$ cat config.mk
export PLATFORM = sky130hd
export DESIGN_NAME = ttl_counter_n
export DESIGN_NICKNAME = d
export VERILOG_FILES = /design/src/rtl/ttl_counter_n.sv
export SDC_FILE = /design/constraint.sdc
export NUM_CORES = 1
export LEC_CHECK = 0
export ABC_AREA = 1
export BUFFER_PORTS_ARGS = -buffer_cell sky130_fd_sc_hd__buf_2
export CAP_MARGIN = 10
export CORE_AREA = 2 2 39 41
export DETAILED_ROUTE_END_ITERATION = 7
export DIE_AREA = 0 0 41 43
export PLACE_DENSITY = 0.47
export SYNTH_ARGS = -nofsm -noshare
export SYNTH_HDL_FRONTEND = slang
export SYNTH_SLANG_ARGS = --single-unit
$ cat constraint.sdc
create_clock -name clk -period 4 [get_ports clk]
set_clock_uncertainty 0.2 [all_clocks]
set_input_delay 0.2 -clock clk [delete_from_list [all_inputs] [get_ports clk]]
set_output_delay 0.2 -clock clk [all_outputs]
set_load 0.01 [all_outputs]
$ cat src/rtl/ttl_counter_n.sv
// Presettable modulo-N counter in the style of a 74LS163, with cascadable rco and a wrap pulse.
// Define TTL_COUNTER_UPDOWN_EN to let the up port choose the count direction; otherwise it counts up only.
module ttl_counter_n #(
  parameter int WIDTH   = 4,
  parameter int MODULUS = 2 ** WIDTH
) (
  input  logic             clk,
  input  logic             clr,
  input  logic             sclr_n,
  input  logic             load_n,
  input  logic [WIDTH-1:0] din,
  input  logic             enp,
  input  logic             ent,
  input  logic             up,
  output logic [WIDTH-1:0] q,
  output logic             tc,
  output logic             rco,
  output logic             wrap
);

  // MODULUS-1 always fits in WIDTH bits, even when MODULUS is 2**WIDTH.
  localparam logic [WIDTH-1:0] MAX_Q  = WIDTH'(MODULUS - 1);
  localparam logic [WIDTH-1:0] ZERO_Q = {WIDTH{1'b0}};
  localparam logic [WIDTH-1:0] ONE_Q  = {{(WIDTH-1){1'b0}}, 1'b1};

  logic [WIDTH-1:0] q_d, q_q;
  logic             wrap_d, wrap_q;
  logic             dir_up_s;
  logic             count_en_s;

`ifdef TTL_COUNTER_UPDOWN_EN
  assign dir_up_s = up;
`else
  logic unused_up_s;
  assign unused_up_s = up;
  assign dir_up_s    = 1'b1;
`endif

  assign count_en_s = enp & ent;

  // Next-state: clear beats load beats count beats hold.
  always_comb begin
    q_d    = q_q;
    wrap_d = 1'b0;
    if (!sclr_n) begin
      q_d = ZERO_Q;
    end else if (!load_n) begin
      q_d = din;
    end else if (count_en_s) begin
      if (dir_up_s) begin
        // >= so an out-of-range loaded value returns to 0 on the next count.
        if (q_q >= MAX_Q) begin
          q_d    = ZERO_Q;
          wrap_d = 1'b1;
        end else begin
          q_d = q_q + ONE_Q;
        end
      end else begin
        if (q_q == ZERO_Q) begin
          q_d    = MAX_Q;
          wrap_d = 1'b1;
        end else begin
          q_d = q_q - ONE_Q;
        end
      end
    end else begin
      q_d = q_q;
    end
  end

  // State register with asynchronous clear.
  always_ff @(posedge clk or posedge clr) begin
    if (clr) begin
      q_q    <= ZERO_Q;
      wrap_q <= 1'b0;
    end else begin
      q_q    <= q_d;
      wrap_q <= wrap_d;
    end
  end

  // Terminal count is purely a function of state and direction so cascades ripple without delay.
  assign tc   = dir_up_s ? (q_q == MAX_Q) : (q_q == ZERO_Q);
  assign rco  = tc & ent;
  assign q    = q_q;
  assign wrap = wrap_q;

endmodule

### Word-level counts from Yosys, hierarchy flattened

Cells that the tools add are included.

| word-level totals | value |
|---|---|
| memories | 0 |
| output and inout port bits | 7 |
| input bits | 11 |
| bits in latches | 0 |
| flip-flop bits (word level) | 5 |
| memory bits (read-only) | 0 |
| logic and storage cells | 16 |
| memory bits (writable) | 0 |

| cells by class | value |
|---|---|
| multiplexer cells | 8 |
| bitwise logic cells | 2 |
| $add $sub $neg | 1 |
| reduce and logical (&&, ||, !) cells | 0 |
| equality and inequality tests | 2 |
| order comparisons | 1 |
| divide/modulo/power cells | 0 |
| shifts and indexed selects | 0 |
| multiply operators | 0 |

Operators by type and width:

| cell | count |
|---|---|
| 4-bit two-way mux | 4 |
| 4-bit by 1-bit adder with 4-bit output (second input constant) | 1 |
| 4-bit == test (second input constant) | 1 |
| 4-bit >= comparator (second input constant) | 1 |
| 1-bit two-way mux | 4 |
| 3-bit by 2-bit != test with 1-bit output (second input constant) | 1 |
| 1-bit bitwise AND | 2 |

### Depth between registers and ports, before layout

| depth | value |
|---|---|
| word-level depth | 5 |
| depth in mapped cells | 8 |
| mapped depth without buffers | 8 |

### Least setup slack after synthesis

Ideal clock, no wire load.

| timing path | value |
|---|---|
| path kind | reg2reg |
| start point | register q_q[0] (netlist: q[0]) |
| end point | register q_q[0] (netlist: q[0]) |
| setup time | 0.065 ns |
| arrival time | 1.107 ns |
| clock period less this slack | 1.372 ns |
| slack | 2.628 ns |
| buffers on the path | 0 |
| cell stages (with the launch flop) | 7 |
| path through | dfrtp_1 -> ha_1 -> nand3_1 -> nand2_1 -> o21ai_0 -> nand2_1 -> nand2_1 |

| on the way | value |
|---|---|
| word-level cells in the longest chain between the ends | 5 |
| elaborated cells between the ends (all ways) | 6 |
| those cells by class | 1 x add/sub; 1 x order compare; 4 x mux |

RTL lines:

| item | RTL line | source |
|---|---|---|
| start, declared | 26 | `logic [WIDTH-1:0] q_d, q_q;` |
| start signal, assigned | 77 | `q_q <= q_d;` |
| 4-bit by 1-bit adder with 4-bit output or 4-bit >= comparator (tied branches) | 56, 52 |  |
| 4-bit two-way mux * | 52 | `if (q_q >= MAX_Q) begin` |
| 4-bit two-way mux * | 49 | `end else if (count_en_s) begin` |
| 4-bit two-way mux * | 47 | `end else if (!load_n) begin` |
| 4-bit two-way mux * | 45 | `if (!sclr_n) begin` |

Mark *: on every way between the ends. The rest lies on a longest branch, timed or not. The select of a mux whose other input is x is not followed.
A chain may end at the register's enable or synchronous reset.

### Worst setup path after layout

| timing path | value |
|---|---|
| start point | register q_q[0] (netlist: q[0]) |
| end point | output port rco |

| on the way | value |
|---|---|
| word-level cells in the longest chain between the ends | 2 |

RTL lines:

| item | RTL line | source |
|---|---|---|
| 4-bit == test | 83 | `assign tc = dir_up_s ? (q_q == MAX_Q) : (q_q == ZERO_Q);` |
| 1-bit bitwise AND | 84 | `assign rco = tc & ent;` |
| end, declared | 17 | `output logic rco,` |

Every way passes these cells.

==> flow_summary.ini <==
[yosys]
synth.most_common_cell = nand2_1
ys.warnings.count = 0
synth_cell_types = 16
ys_seq_elements = 5
synth_edf_count = 0
synthFlopType = dfrtp_1
synth_top_area_share_pct = 38.61
avgSynthCellArea_um2 = 7.045
synth-async-reset-ratio_pct = 100.0
synth_common_cells = nand2_1 (18), inv_1 (9), dfrtp_1 (5)
yosysSeqAreaShare_pct = 38.61
synth.area.top_cells = dfrtp_1 (39%), nand2_1 (21%), inv_1 (10%), ha_1 (3.9%), nor2_4 (3.5%)
syn-cell-area_um2 = 324.1
synth.net_count = 58
syn_inst = 46
synth_top_cell_by_area = dfrtp_1

[clock_tree]
htreeDepth = 1
cts_tree = built
clk_pin_slew_ps = 40
clock_latency_ps = 240
cts_buffers = 3
cts_buffer_depth = 2
cts_setup_buffers = 0
clock-sinks = 5
root_buffer = clkbuf_4

[final_layout]
area_delta_synth_final_pct = 45.17
drive_gt1_share_pct = 32.35
antenna_cells = 0
fin_util_pct = 34.00
nets = 81

[sta]
finalSetupViolCount = 0
final_max_slew_viol_count = 0
clock.fmax_mhz = 583.0
rsz0062_at_grt = false
worst_pin_slew_ps = 202.6
slew_headroom_pct = 86.48
finalCritPeriodShare_pct = 42.88
finalCriticalPeriod_ps = 1715
setup_tns_ps = 0
hold_violations = 0
fin_ws_ps = 2285

[routing]
routed-via-count = 327
totalWireLength_um = 722
vias_per_cell = 3.893
antenna_left = 0
dr.pass1.iters = 2
drc = 0
drt_iter0_drc = 1
wl_per_cell_um = 8.595

[grt]
grt_max_degree = 7
gr-total-overflow = 0
grt_antenna_before_repair = 0
grt.total_usage_pct = 9.869
grt_pass1_wl_mm = 1.104
grt_pass1_vias = 277

[critical_path]
end_kind = output pin
path_cells = ha_1, nand3_1, nor2_1, buf_2
required_ps = 3600
path_max_fanout = 6
path_delay_family = flip-flops
rrSetupSlack_ps = 2510
worstRegToRegCells = 6
reg2reg_to = q[0]
critPathBufInv = 1
cpPeakStageDelay_ps = 440
cp-start-kind = flop
slowest_stage = dfrtp_1
timing.rr.start = q[0]
critPathKind = flop to output pin
critPathArrivalTime_ps = 1320

[floorplan]
io_pins = 18
floorplan.initialDensity_pct = 23.42
dieWidth_um = 41
fp-row-count = 14
die_height_um = 43
coreArea_um2 = 1384
die_area_um2 = 1763

[placed_design]
dp_hpwl_um = 547
port_buffers = 16
dp_slack_ps = 2514
gp_congestion = 0.7463

[hold_path]
min_path_type = primary input to flop
hold-path-endpoint = wrap
hold_depth = 3
worstHoldStart = enp

[power_and_ir_drop]
ir_drop_uv = 210.5
power_uw = 148.3
p_leak_nw = 0.2939
power.density_nw_per_um2 = 315.2

[flow_run]
cap_violations = 0

[status]
status = completed
==> registers in the layout (all words and copies together), names as in the netlist <==
| signal | count |
|---|---|
| wrap | 1 |
| q | 4 |
==> per-layer routing <==
metal	track usage, %	routed length (µm)
met2	11.88	270
met4	2.000	0
met3	9.424	92
met5	0	0
met1	12.66	359
==> timing repair <==
item / 4_1_cts / 5_1_grt
resized for setup: 0 / 0
hold buffers: 1 / 1
endpoints found under the hold margin: 5 / 1
==> power breakdown <==
part	leakage [nW]	total (mW)	switching, mW	internal, mW
clock	0.0150	0.0587	0.0210	0.0377
sequential	0.0663	0.0604	0.00577	0.0546
combinational	0.213	0.0292	0.0151	0.0140
==> cell families after synthesis <==
logic type / synth area share [%]
buf+inv: 10.42
mux: 3.089
simple gates: 35.91
flops: 38.61
fa+ha+maj: 3.860
xor+xnor: 2.703
compound gates: 5.403
==> area by class of cell <==
| class | instances | area (µm²) |
|---|---|---|
| multi-input cells | 32 | 165.2 |
| clock buffers | 4 | 26.28 |
| repair buffers | 18 | 100.1 |
| fillers | 154 | 913.4 |
| well taps | 16 | 20.02 |
| flip-flops and latches | 5 | 125.1 |
| inverters | 9 | 33.78 |
==> tightest hold or removal path: cells and delay by family <==
kind / cells / cell delay [ps]
buf+inv: 1 / 90
simple gates: 2 / 120
==> placed cells by master, fill, tap and decap left out, types with 2 or more instances in the layout <==
| cell type | count |
|---|---|
| nand2_1 | 18 |
| nand3_1 | 2 |
| inv_1 | 9 |
| clkbuf_4 | 3 |
| buf_2 | 16 |
| dfrtp_1 | 5 |
| dlygate4sd3_1 | 2 |
==> worst max path at each step <==
stage | from | endpoint | slack (ps) | cells past startpoint
4_1_cts | q[0] | rco | 2280 | 4
5_1_grt | q[0] | rco | 2150 | 4
2_1_floorplan | q[0] | q[0] | 2630 | 6
3_5_place_dp | q[0] | q[0] | 2510 | 6
3_3_place_gp | q[0] | q[3] | 2520 | 8
6_report | q[0] | rco | 2280 | 4
==> through the flow <==
stage / area (µm²) / std cells / hold WS (ps)
5_1_grt: 470.5 / 84 / 18.91
3_5_place_dp: 424.2 / 78 / -87.17
4_1_cts: 460.4 / 83 / 2.093
6_report: 470.5 / 84 / 8.661
2_1_floorplan: 324.1 / 46 / -221.5
3_3_place_gp: 424.2 / 78 / -95.98
No activity file was read; power rests on OpenSTA's default activity.
